===== config.mk =====
export PLATFORM = sky130hd
export DESIGN_NAME = fetch_unit_flat
export DESIGN_NICKNAME = d
export VERILOG_FILES = /design/src/rtl/fetch_pkg.sv /design/src/rtl/fetch_if.sv /design/src/rtl/fetch_queue.sv /design/src/rtl/fetch_unit.sv /design/src/flat_wrapper.sv
export SDC_FILE = /design/constraint.sdc
export NUM_CORES = 1
export LEC_CHECK = 0
export ABC_AREA = 1
export CAP_MARGIN = 10
export CORE_MARGIN = 2
export CORE_UTILIZATION = 45
export CTS_CLUSTER_DIAMETER = 100
export DETAILED_ROUTE_END_ITERATION = 6
export PLACE_DENSITY_LB_ADDON = 0.08
export RECOVER_POWER = 50
export SYNTH_ARGS = -nofsm -noshare
export SYNTH_HDL_FRONTEND = slang
export SYNTH_SLANG_ARGS = --single-unit

===== constraint.sdc =====
create_clock -name clk -period 6.7 [get_ports clk]
set_input_delay 1.005 -clock clk [delete_from_list [all_inputs] [get_ports clk]]
set_output_delay 1.005 -clock clk [all_outputs]
set_load 0.01 [all_outputs]

===== src/rtl/fetch_pkg.sv =====
// Shared types and sizing helpers for the instruction fetch unit and its fetch queue.
package fetch_pkg;

  localparam int unsigned FQ_ADDR_W = 32;
  localparam int unsigned FQ_INST_W = 32;
  localparam int unsigned BYTE_W    = 8;

  typedef struct packed {
    logic [FQ_INST_W-1:0] inst;
    logic [FQ_ADDR_W-1:0] pc;
  } fq_entry_t;

  function automatic int unsigned byte_step(input int unsigned inst_w);
    return inst_w / BYTE_W;
  endfunction

  function automatic int unsigned cnt_w(input int unsigned depth);
    return $clog2(depth) + 1;
  endfunction

endpackage


===== src/rtl/fetch_if.sv =====
// Fetch front-end bus: I-cache request/response, redirect input and decode handshake.
interface fetch_if #(
  parameter int unsigned ADDR = 32,
  parameter int unsigned INST = 32
);
  logic            ic_req;
  logic [ADDR-1:0] ic_addr;
  logic            ic_ready;
  logic            ic_valid;
  logic [INST-1:0] ic_inst;
  logic            br_valid;
  logic [ADDR-1:0] br_target;
  logic            dec_valid;
  logic [INST-1:0] dec_inst;
  logic [ADDR-1:0] dec_pc;
  logic            dec_ready;

  modport master (
    output ic_req, ic_addr, dec_valid, dec_inst, dec_pc,
    input  ic_ready, ic_valid, ic_inst, br_valid, br_target, dec_ready
  );

  modport slave (
    input  ic_req, ic_addr, dec_valid, dec_inst, dec_pc,
    output ic_ready, ic_valid, ic_inst, br_valid, br_target, dec_ready
  );
endinterface


===== src/rtl/fetch_queue.sv =====
// Circular fetch queue of DEPTH entries with wrap-bit pointers and synchronous flush.
module fetch_queue
  import fetch_pkg::*;
#(
  parameter int unsigned DEPTH = 4,
  parameter type T = fq_entry_t,
  localparam int unsigned CW = cnt_w(DEPTH)
) (
  input  logic          clk,
  input  logic          reset,
  input  logic          flush,
  input  logic          push,
  input  T              push_data,
  input  logic          pop,
  output T              head_data,
  output logic          empty,
  output logic [CW-1:0] count
);

  localparam int unsigned AW = CW - 1;

  logic [AW:0] wr_q, wr_d, rd_q, rd_d;
  T            mem_q [DEPTH];

  assign empty     = (wr_q == rd_q);
  assign count     = wr_q - rd_q;
  assign head_data = mem_q[rd_q[AW-1:0]];

  always_comb begin
    wr_d = wr_q + (AW+1)'(push);
    rd_d = rd_q + (AW+1)'(pop && !empty);
    if (flush) begin
      wr_d = '0;
      rd_d = '0;
    end
  end

  always_ff @(posedge clk) begin
    if (reset) begin
      wr_q <= '0;
      rd_q <= '0;
    end else begin
      wr_q <= wr_d;
      rd_q <= rd_d;
    end
  end

  always_ff @(posedge clk) begin
    if (push && !flush) mem_q[wr_q[AW-1:0]] <= push_data;
  end

endmodule


===== src/rtl/fetch_unit.sv =====
// Instruction fetch unit: credit-limited sequential I-cache requests, in-order response queue, redirects.
// Optional FETCH_BYPASS_EN: a response into an empty queue is presented to decode in the same cycle.
module fetch_unit
  import fetch_pkg::*;
#(
  parameter int unsigned     ADDR     = 32,
  parameter int unsigned     INST     = 32,
  parameter int unsigned     DEPTH    = 4,
  parameter logic [ADDR-1:0] RESET_PC = '0
) (
  input logic     clk,
  input logic     reset,
  fetch_if.master bus
);

  localparam int unsigned     CW         = cnt_w(DEPTH);
  localparam int unsigned     STEP       = byte_step(INST);
  localparam int unsigned     ALIGN      = $clog2(STEP);
  localparam logic [ADDR-1:0] ALIGN_MASK = ~((ADDR'(1) << ALIGN) - ADDR'(1));

  typedef struct packed {
    logic [INST-1:0] inst;
    logic [ADDR-1:0] pc;
  } entry_t;

  logic [ADDR-1:0] pc_q, pc_d, rpc_q, rpc_d;
  logic [CW-1:0]   ocnt_q, ocnt_d, dcnt_q, dcnt_d, qcnt;
  logic [CW+1:0]   used;
  logic            req, acc, rsp, rsp_keep, bypass, push, pop, q_empty;
  entry_t          head, push_data;

  always_comb begin
    used     = (CW+2)'(qcnt) + (CW+2)'(ocnt_q) + (CW+2)'(dcnt_q);
    req      = !reset && !bus.br_valid && (used < (CW+2)'(DEPTH));
    acc      = req && bus.ic_ready;
    rsp      = bus.ic_valid && ((ocnt_q != '0) || (dcnt_q != '0));
    rsp_keep = rsp && !bus.br_valid && (dcnt_q == '0);
`ifdef FETCH_BYPASS_EN
    bypass   = rsp_keep && q_empty && !reset;
`else
    bypass   = 1'b0;
`endif
    push      = rsp_keep && !(bypass && bus.dec_ready);
    pop       = !q_empty && bus.dec_ready && !bus.br_valid;
    push_data = '{inst: bus.ic_inst, pc: rpc_q};
  end

  // Drops owed after a redirect: everything outstanding, less whatever returns in that same cycle.
  always_comb begin
    pc_d   = acc ? pc_q + ADDR'(STEP) : pc_q;
    rpc_d  = rsp_keep ? rpc_q + ADDR'(STEP) : rpc_q;
    ocnt_d = ocnt_q + CW'(acc) - CW'(rsp_keep);
    dcnt_d = dcnt_q - CW'(rsp && (dcnt_q != '0));
    if (bus.br_valid) begin
      pc_d   = bus.br_target & ALIGN_MASK;
      rpc_d  = bus.br_target & ALIGN_MASK;
      ocnt_d = '0;
      dcnt_d = dcnt_q + ocnt_q - CW'(rsp);
    end
  end

  always_ff @(posedge clk) begin
    if (reset) begin
      pc_q   <= RESET_PC;
      rpc_q  <= RESET_PC;
      ocnt_q <= '0;
      dcnt_q <= '0;
    end else begin
      pc_q   <= pc_d;
      rpc_q  <= rpc_d;
      ocnt_q <= ocnt_d;
      dcnt_q <= dcnt_d;
    end
  end

  fetch_queue #(
    .DEPTH(DEPTH),
    .T    (entry_t)
  ) u_queue (
    .clk      (clk),
    .reset    (reset),
    .flush    (bus.br_valid),
    .push     (push),
    .push_data(push_data),
    .pop      (pop),
    .head_data(head),
    .empty    (q_empty),
    .count    (qcnt)
  );

  logic            dec_valid;
  logic [INST-1:0] dec_inst;
  logic [ADDR-1:0] dec_pc;

  always_comb begin
    dec_valid = !q_empty;
    dec_inst  = q_empty ? '0 : head.inst;
    dec_pc    = q_empty ? '0 : head.pc;
    if (bypass) begin
      dec_valid = 1'b1;
      dec_inst  = bus.ic_inst;
      dec_pc    = rpc_q;
    end
  end

  assign bus.ic_req    = req;
  assign bus.ic_addr   = pc_q;
  assign bus.dec_valid = dec_valid;
  assign bus.dec_inst  = dec_inst;
  assign bus.dec_pc    = dec_pc;

  ic_valid_needs_request: assert property (
    @(posedge clk) disable iff (reset) !(bus.ic_valid && (ocnt_q == '0) && (dcnt_q == '0))
  );

endmodule


===== src/flat_wrapper.sv =====
// flat-port wrapper written by rule: the top's interface ports become plain ports
module fetch_unit_flat import fetch_pkg::*;
#(
  parameter int unsigned     ADDR     = 32,
  parameter int unsigned     INST     = 32,
  parameter int unsigned     DEPTH    = 4,
  parameter logic [ADDR-1:0] RESET_PC = '0
)
  (clk, reset, bus_ic_req, bus_ic_addr, bus_dec_valid, bus_dec_inst, bus_dec_pc, bus_ic_ready, bus_ic_valid, bus_ic_inst, bus_br_valid, bus_br_target, bus_dec_ready);
  fetch_if #(.ADDR(ADDR), .INST(INST)) bus_i ();
  input logic clk;
  input logic reset;
  output wire logic [$bits(bus_i.ic_req)-1:0] bus_ic_req;
  output wire logic [$bits(bus_i.ic_addr)-1:0] bus_ic_addr;
  output wire logic [$bits(bus_i.dec_valid)-1:0] bus_dec_valid;
  output wire logic [$bits(bus_i.dec_inst)-1:0] bus_dec_inst;
  output wire logic [$bits(bus_i.dec_pc)-1:0] bus_dec_pc;
  input wire logic [$bits(bus_i.ic_ready)-1:0] bus_ic_ready;
  input wire logic [$bits(bus_i.ic_valid)-1:0] bus_ic_valid;
  input wire logic [$bits(bus_i.ic_inst)-1:0] bus_ic_inst;
  input wire logic [$bits(bus_i.br_valid)-1:0] bus_br_valid;
  input wire logic [$bits(bus_i.br_target)-1:0] bus_br_target;
  input wire logic [$bits(bus_i.dec_ready)-1:0] bus_dec_ready;
  assign bus_ic_req = bus_i.ic_req;
  assign bus_ic_addr = bus_i.ic_addr;
  assign bus_dec_valid = bus_i.dec_valid;
  assign bus_dec_inst = bus_i.dec_inst;
  assign bus_dec_pc = bus_i.dec_pc;
  assign bus_i.ic_ready = bus_ic_ready;
  assign bus_i.ic_valid = bus_ic_valid;
  assign bus_i.ic_inst = bus_ic_inst;
  assign bus_i.br_valid = bus_br_valid;
  assign bus_i.br_target = bus_br_target;
  assign bus_i.dec_ready = bus_dec_ready;
  fetch_unit #(.ADDR(ADDR), .INST(INST), .DEPTH(DEPTH), .RESET_PC(RESET_PC)) u_core (.clk(clk), .reset(reset), .bus(bus_i));
endmodule

-- Yosys cells after proc, flatten, opt, wreduce, memory -nomap -nowiden
Memory sizes are Yosys's and may differ from the RTL's. A register that Yosys moved wholly into a read port is not among the register bits.
Index checks and enable logic that the tools add are counted.
- $add $sub $neg: 12
- $lt $le $gt $ge: 1
- equality and inequality tests: 1
- mux-type cells: 10
- reductions and logical operators: 21
- operators by type and width (operator ; number):
    32-bit two-way mux ; 6
    32-bit by 3-bit adder with 32-bit output, second input constant ; 2
    1-bit logical AND ; 11
    3-bit by 1-bit adder with 3-bit output ; 3
    3-bit by 1-bit subtractor with 3-bit output ; 3
    3-bit nonzero test ; 2
    5-bit by 3-bit adder with 5-bit output ; 1
    5-bit by 3-bit less-than comparator with 1-bit output, second input constant ; 1
    3-bit by 3-bit adder with 4-bit output ; 1
    2-bit nonzero test ; 2
    3-bit adder ; 1
    3-bit equality test ; 1
    1-bit zero test ; 3
    3-bit zero test ; 1
    3-bit two-way mux ; 1
    3-bit subtractor ; 1
    1-bit two-way mux ; 2
    2-bit two-way mux ; 1
    2-bit OR reduction ; 1
    1-bit logical OR ; 1
- register bits after elaboration: 76
- RAM bits: 256
- bits of input ports: 70
- output and inout bits: 98
- memories: 1
- memories (memory ; depth ; bits a word ; read ports ; clocked after memory_dff ; wr ports ; RTL line ; source):
    u_core.u_queue.mem_q ; 4 ; 64 ; 1 ; 1 ; 1 ; fetch_queue.sv:23 ; T mem_q [DEPTH];

-- Depth between registers and ports, before layout
- word-level depth: 8
- mapped depth: 19
- gate-level depth less buffers: 18

-- Hierarchy
A second synthesis with hierarchy kept.
- cell total of the unflattened synthesis: 1945
- area total of the unflattened synthesis: 16372.0 µm²
- by module, submodules not included (module ; times used ; cells an instance ; area an instance (µm²) ; seq. area each (µm²)):
    fetch_queue ; 1 ; 988 ; 10961.8 ; 7807.5
    fetch_unit ; 1 ; 957 ; 5410.2 ; 1321.3

-- Worst setup path before layout
Ideal clock, no wire load.
- path type: input to register
- from: input port bus_br_valid
- to: memory u_core.u_queue.mem_q[2][10] (netlist bit) (enable)
- library setup time: 559 ps
- arrival: 5707 ps
- required time: 6141 ps
- slack: 434 ps
- stages: 5
- cell sequence: inv_2 > nand2_1 > nor2_4 > inv_2 > nor3_1
- cells in the longest elaborated chain, start to end: 6
- ends and longest elaborated chain (element ; RTL line ; source):
    start, declared ; flat_wrapper.sv:21 ; input wire logic [$bits(bus_i.br_valid)-1:0] bus_br_valid;
    1-bit zero test (*) ; fetch_queue.sv:49, fetch_unit.sv:37 ;
    1-bit logical AND (2 in a row) ; fetch_unit.sv:37 ; rsp_keep = rsp && !bus.br_valid && (dcnt_q == '0);
    1-bit logical AND (*) ; fetch_queue.sv:49 ; if (push && !flush) mem_q[wr_q[AW-1:0]] <= push_data;
    1-bit two-way mux (*) ; fetch_queue.sv:49 ;
    1-bit two-way mux (implied by the code) (*) ; fetch_queue.sv:49 ;
    end, declared ; fetch_queue.sv:23 ;
Every way passes the cells marked *; elsewhere a longest branch is shown, timed or not.

-- Worst setup path in the final report
- from: register u_core.u_queue.rd_q[1]
- to: output port bus_ic_req
- cells in the longest elaborated chain, start to end: 5
- ends and longest elaborated chain (element ; RTL line ; source):
    start, declared ; fetch_queue.sv:22 ; logic [AW:0] wr_q, wr_d, rd_q, rd_d;
    start signal, assigned ; fetch_queue.sv:44 ; rd_q <= rd_d;
    3-bit subtractor ; fetch_queue.sv:26 ; assign count = wr_q - rd_q;
    3-bit by 3-bit adder with 4-bit output ; fetch_unit.sv:33 ; used = (CW+2)'(qcnt) + (CW+2)'(ocnt_q) + (CW+2)'(dcnt_q);
    5-bit by 3-bit adder with 5-bit output ; fetch_unit.sv:33 ;
    5-bit by 3-bit less-than comparator with 1-bit output ; fetch_unit.sv:34 ; req = !reset && !bus.br_valid && (used < (CW+2)'(DEPTH));
    1-bit logical AND ; fetch_unit.sv:34 ;
    end, declared ; flat_wrapper.sv:13 ; output wire logic [$bits(bus_i.ic_req)-1:0] bus_ic_req;
Every way passes these cells.

==> results.yml <==
placement:
  hpwl_um: 22000
  globalplace.congestion: 0.886
  io_buffers: 161
drt:
  drt_pass1_iterations: 5
  viasPerCell: 5.13
  antenna_left: 0
  dr.first_iter.drc_count: 683
  wirelength_um: 36400
  drc: 0
  vias: 11200
  wl_per_cell_um: 16.7
setup_path:
  cp.arrival_ps: 4550
  crit_path_start_kind: "flip-flop"
  crit_slowest_cell: "fa_1"
  crit_chain: "clkinv_1 -> clkbuf_2 -> fa_1 -> inv_1 -> fa_1 -> inv_1 -> ha_1 -> inv_1 -> nand2_1 -> nor2_4 -> nand2_1 -> nor2_1 -> clkdlybuf4s50_1"
  crit_required_ps: 5690
  critPathMaxFanout: 64
  worst-setup-path-type: "flip-flop to output pin"
  path_common_cell: "inv_1"
  slowest_delay_ps: 990
  cp-end-kind: "output pin"
global_route:
  gr-total-overflow: 0
  first_global_vias: 10700
  grt_max_degree: 79
  antenna_found_initial: 0
  grt_pass1_wl_um: 57000
  grt_util_all_layers: 0.214
sta:
  setup_viol: 0
  finClkSkew_ps: 16.5
  slew_headroom: -0.485
  period_needed_ps: 5550
  slew_viol_final: 136
  rsz0062_at_grt: "no"
  final.period_utilization: 0.828
  tns_ps: 0
  max_freq_ghz: 0.180
  finalHoldViolations: 0
  max_slew.worst_pin.slew_ps: 2230
synth:
  synth_top_area_cell: "edfxtp_1"
  avgSynthCellArea_um2: 9.33
  yosysSeqAreaShare: 0.605
  ys_types: 40
  async_flop_share: 0
  syn_area_mm2: 0.0147
  yosys_warnings: 0
  ys_ff_latch: 320
  synthCells: 1574
  synth_area_leaders: "edfxtp_1, dfxtp_1, nor2_1, nand2_1, o21ai_0"
  synth_edf_count: 248
  synthFlopType: "edfxtp_1"
  synth_top_area_share: 0.507
pwr:
  switching_share: 0.222
  power_mw: 4.25
  internal_power_mw: 3.31
  power.static_leakage_nw: 6.36
  power_frac_clock: 0.423
  seq_power_share: 0.521
  p_sw_uw: 942
  ir_worst_vdd_uv: 130
  combPwrFrac: 0.056
  powerDensity_mw_per_mm2: 240
finish:
  area_growth_pct: 20.5
  layout_common_cells: "nor2_1, nand2_1, edfxtp_1"
  antenna_cells: 0
  nets: 1809
  fillers: 2892
  drive_gt1_frac: 0.0482
  final_common_cell: "nor2_1"
floorplan:
  dieArea_mm2: 0.0341
  core_area_mm2: 0.0324
  fp.dieW_um: 185
  io_pins: 168
  initial_core_util: 0.454
  rows: 66
  die_h_um: 185
cts:
  clkTransAtPathRegs_ps: 60
  cts_root_buffer: "clkbuf_16"
  postCtsSetupBuffers: 0
  ctsResizeCount: 0
  insertion_delay_ps: 510
  cts_sinks: 320
  cts_buffer_depth: 3
  cts_buffers: 35
  hold_buffers: 0
  tritoncts: "done"
  htreeDepth: 2
outcome:
  violations: "max-capacitance violations, max-slew violations"
  status: "complete, but fails checks"
job:
  max_cap_violations: 3
hold_path:
  hp-class: "flip-flop to flip-flop"
-- critical path: cells and delay by family (launching register included) --
| kind | cells | cell delay [ps] |
|---|---|---|
| fa+ha+maj | 3 | 1670 |
| buf+inv | 6 | 1680 |
| flops | 1 | 330 |
| simple gates | 4 | 320 |
-- layout make-up --
cell class / count / area, um^2 / area share
Multi-Input combinational cell: 1095 / 5130 / 0.290
Timing Repair Buffer: 172 / 1690 / 0.0954
Inverter: 91 / 345 / 0.0195
Clock inverter: 18 / 149 / 0.00842
Clock buffer: 45 / 935 / 0.0528
Sequential cell: 320 / 8890 / 0.503
Tap cell: 442 / 553 / 0.0313
-- flip-flops by register name, summed over array words and instances, names as in the netlist --
name / flops
u_core.u_queue.mem_q: 248
u_core.bus.ic_addr: 30
u_core.rpc_q: 30
u_core.dcnt_q: 3
u_core.ocnt_q: 3
u_core.u_queue.rd_q: 3
u_core.u_queue.wr_q: 3
-- kinds of logic after synthesis --
kind of cell | share of synthesized area
compound gates | 0.0965
xor+xnor | 0.0143
fa+ha+maj | 0.0225
buf+inv | 0.0469
flops | 0.605
other cells | 0.000255
simple gates | 0.214
-- synth_stat cells, types with 7 or more instances --
master and number:
dfxtp_1 72, clkbuf_1 42, buf_2 14, nand2_1 279, xor2_1 9, o21bai_1 10
nand3_1 76, nand3b_1 14, edfxtp_1 248, a21oi_1 107, xnor2_1 15, o21ai_1 7
o21ai_0 141, inv_1 83, nor2_1 375, ha_1 20
-- power groups by stage --
stage | combinational (mW) | sequential (mW) | clock, mW
6_report | 0.239 | 2.21 | 1.80
3_5_place_dp | 0.249 | 2.26 | 0
3_3_place_gp | 0.245 | 2.25 | 0
5_1_grt | 0.269 | 2.22 | 1.92
2_1_floorplan | 0.142 | 2.25 | 0
4_1_cts | 0.251 | 2.21 | 1.84
-- metrics by stage --
step | cells | utilization | hold WS [ps] | worst slack, ps | cell area, um^2
floorplan | 1577 | - | 495 | 434 | 14700
global placement | 2120 | 0.514 | 498 | 2030 | 16600
detailed placement | 2120 | 0.514 | 508 | 2060 | 16600
CTS | 2183 | 0.547 | 518 | 1880 | 17700
global route | 2183 | 0.546 | 531 | 833 | 17700
finish | 2183 | 0.546 | 515 | 1150 | 17700
-- routing by layer --
metal,vias up,part of all wire,global-route usage,wire [um]
li1,5566,-,-,-
met2,315,0.47,0.364,17300
met1,5262,0.45,0.283,16400
met4,0,0.021,0.0641,782
met5,-,0,0,0
met3,48,0.053,0.0334,1930
-- final timing paths --
path	start	to	slack, ps	cells past startpoint
setup reg to reg	u_core.u_queue.rd_q[1]	u_core.ocnt_q[2]	1290	17
setup / recovery	u_core.u_queue.rd_q[1]	bus_ic_req	1150	13
hold / removal	u_core.bus.ic_addr[2]	u_core.bus.ic_addr[2]	510	2
hold reg to reg	u_core.bus.ic_addr[2]	u_core.bus.ic_addr[2]	510	2
Note: power is estimated with default switching activity, not from simulation.
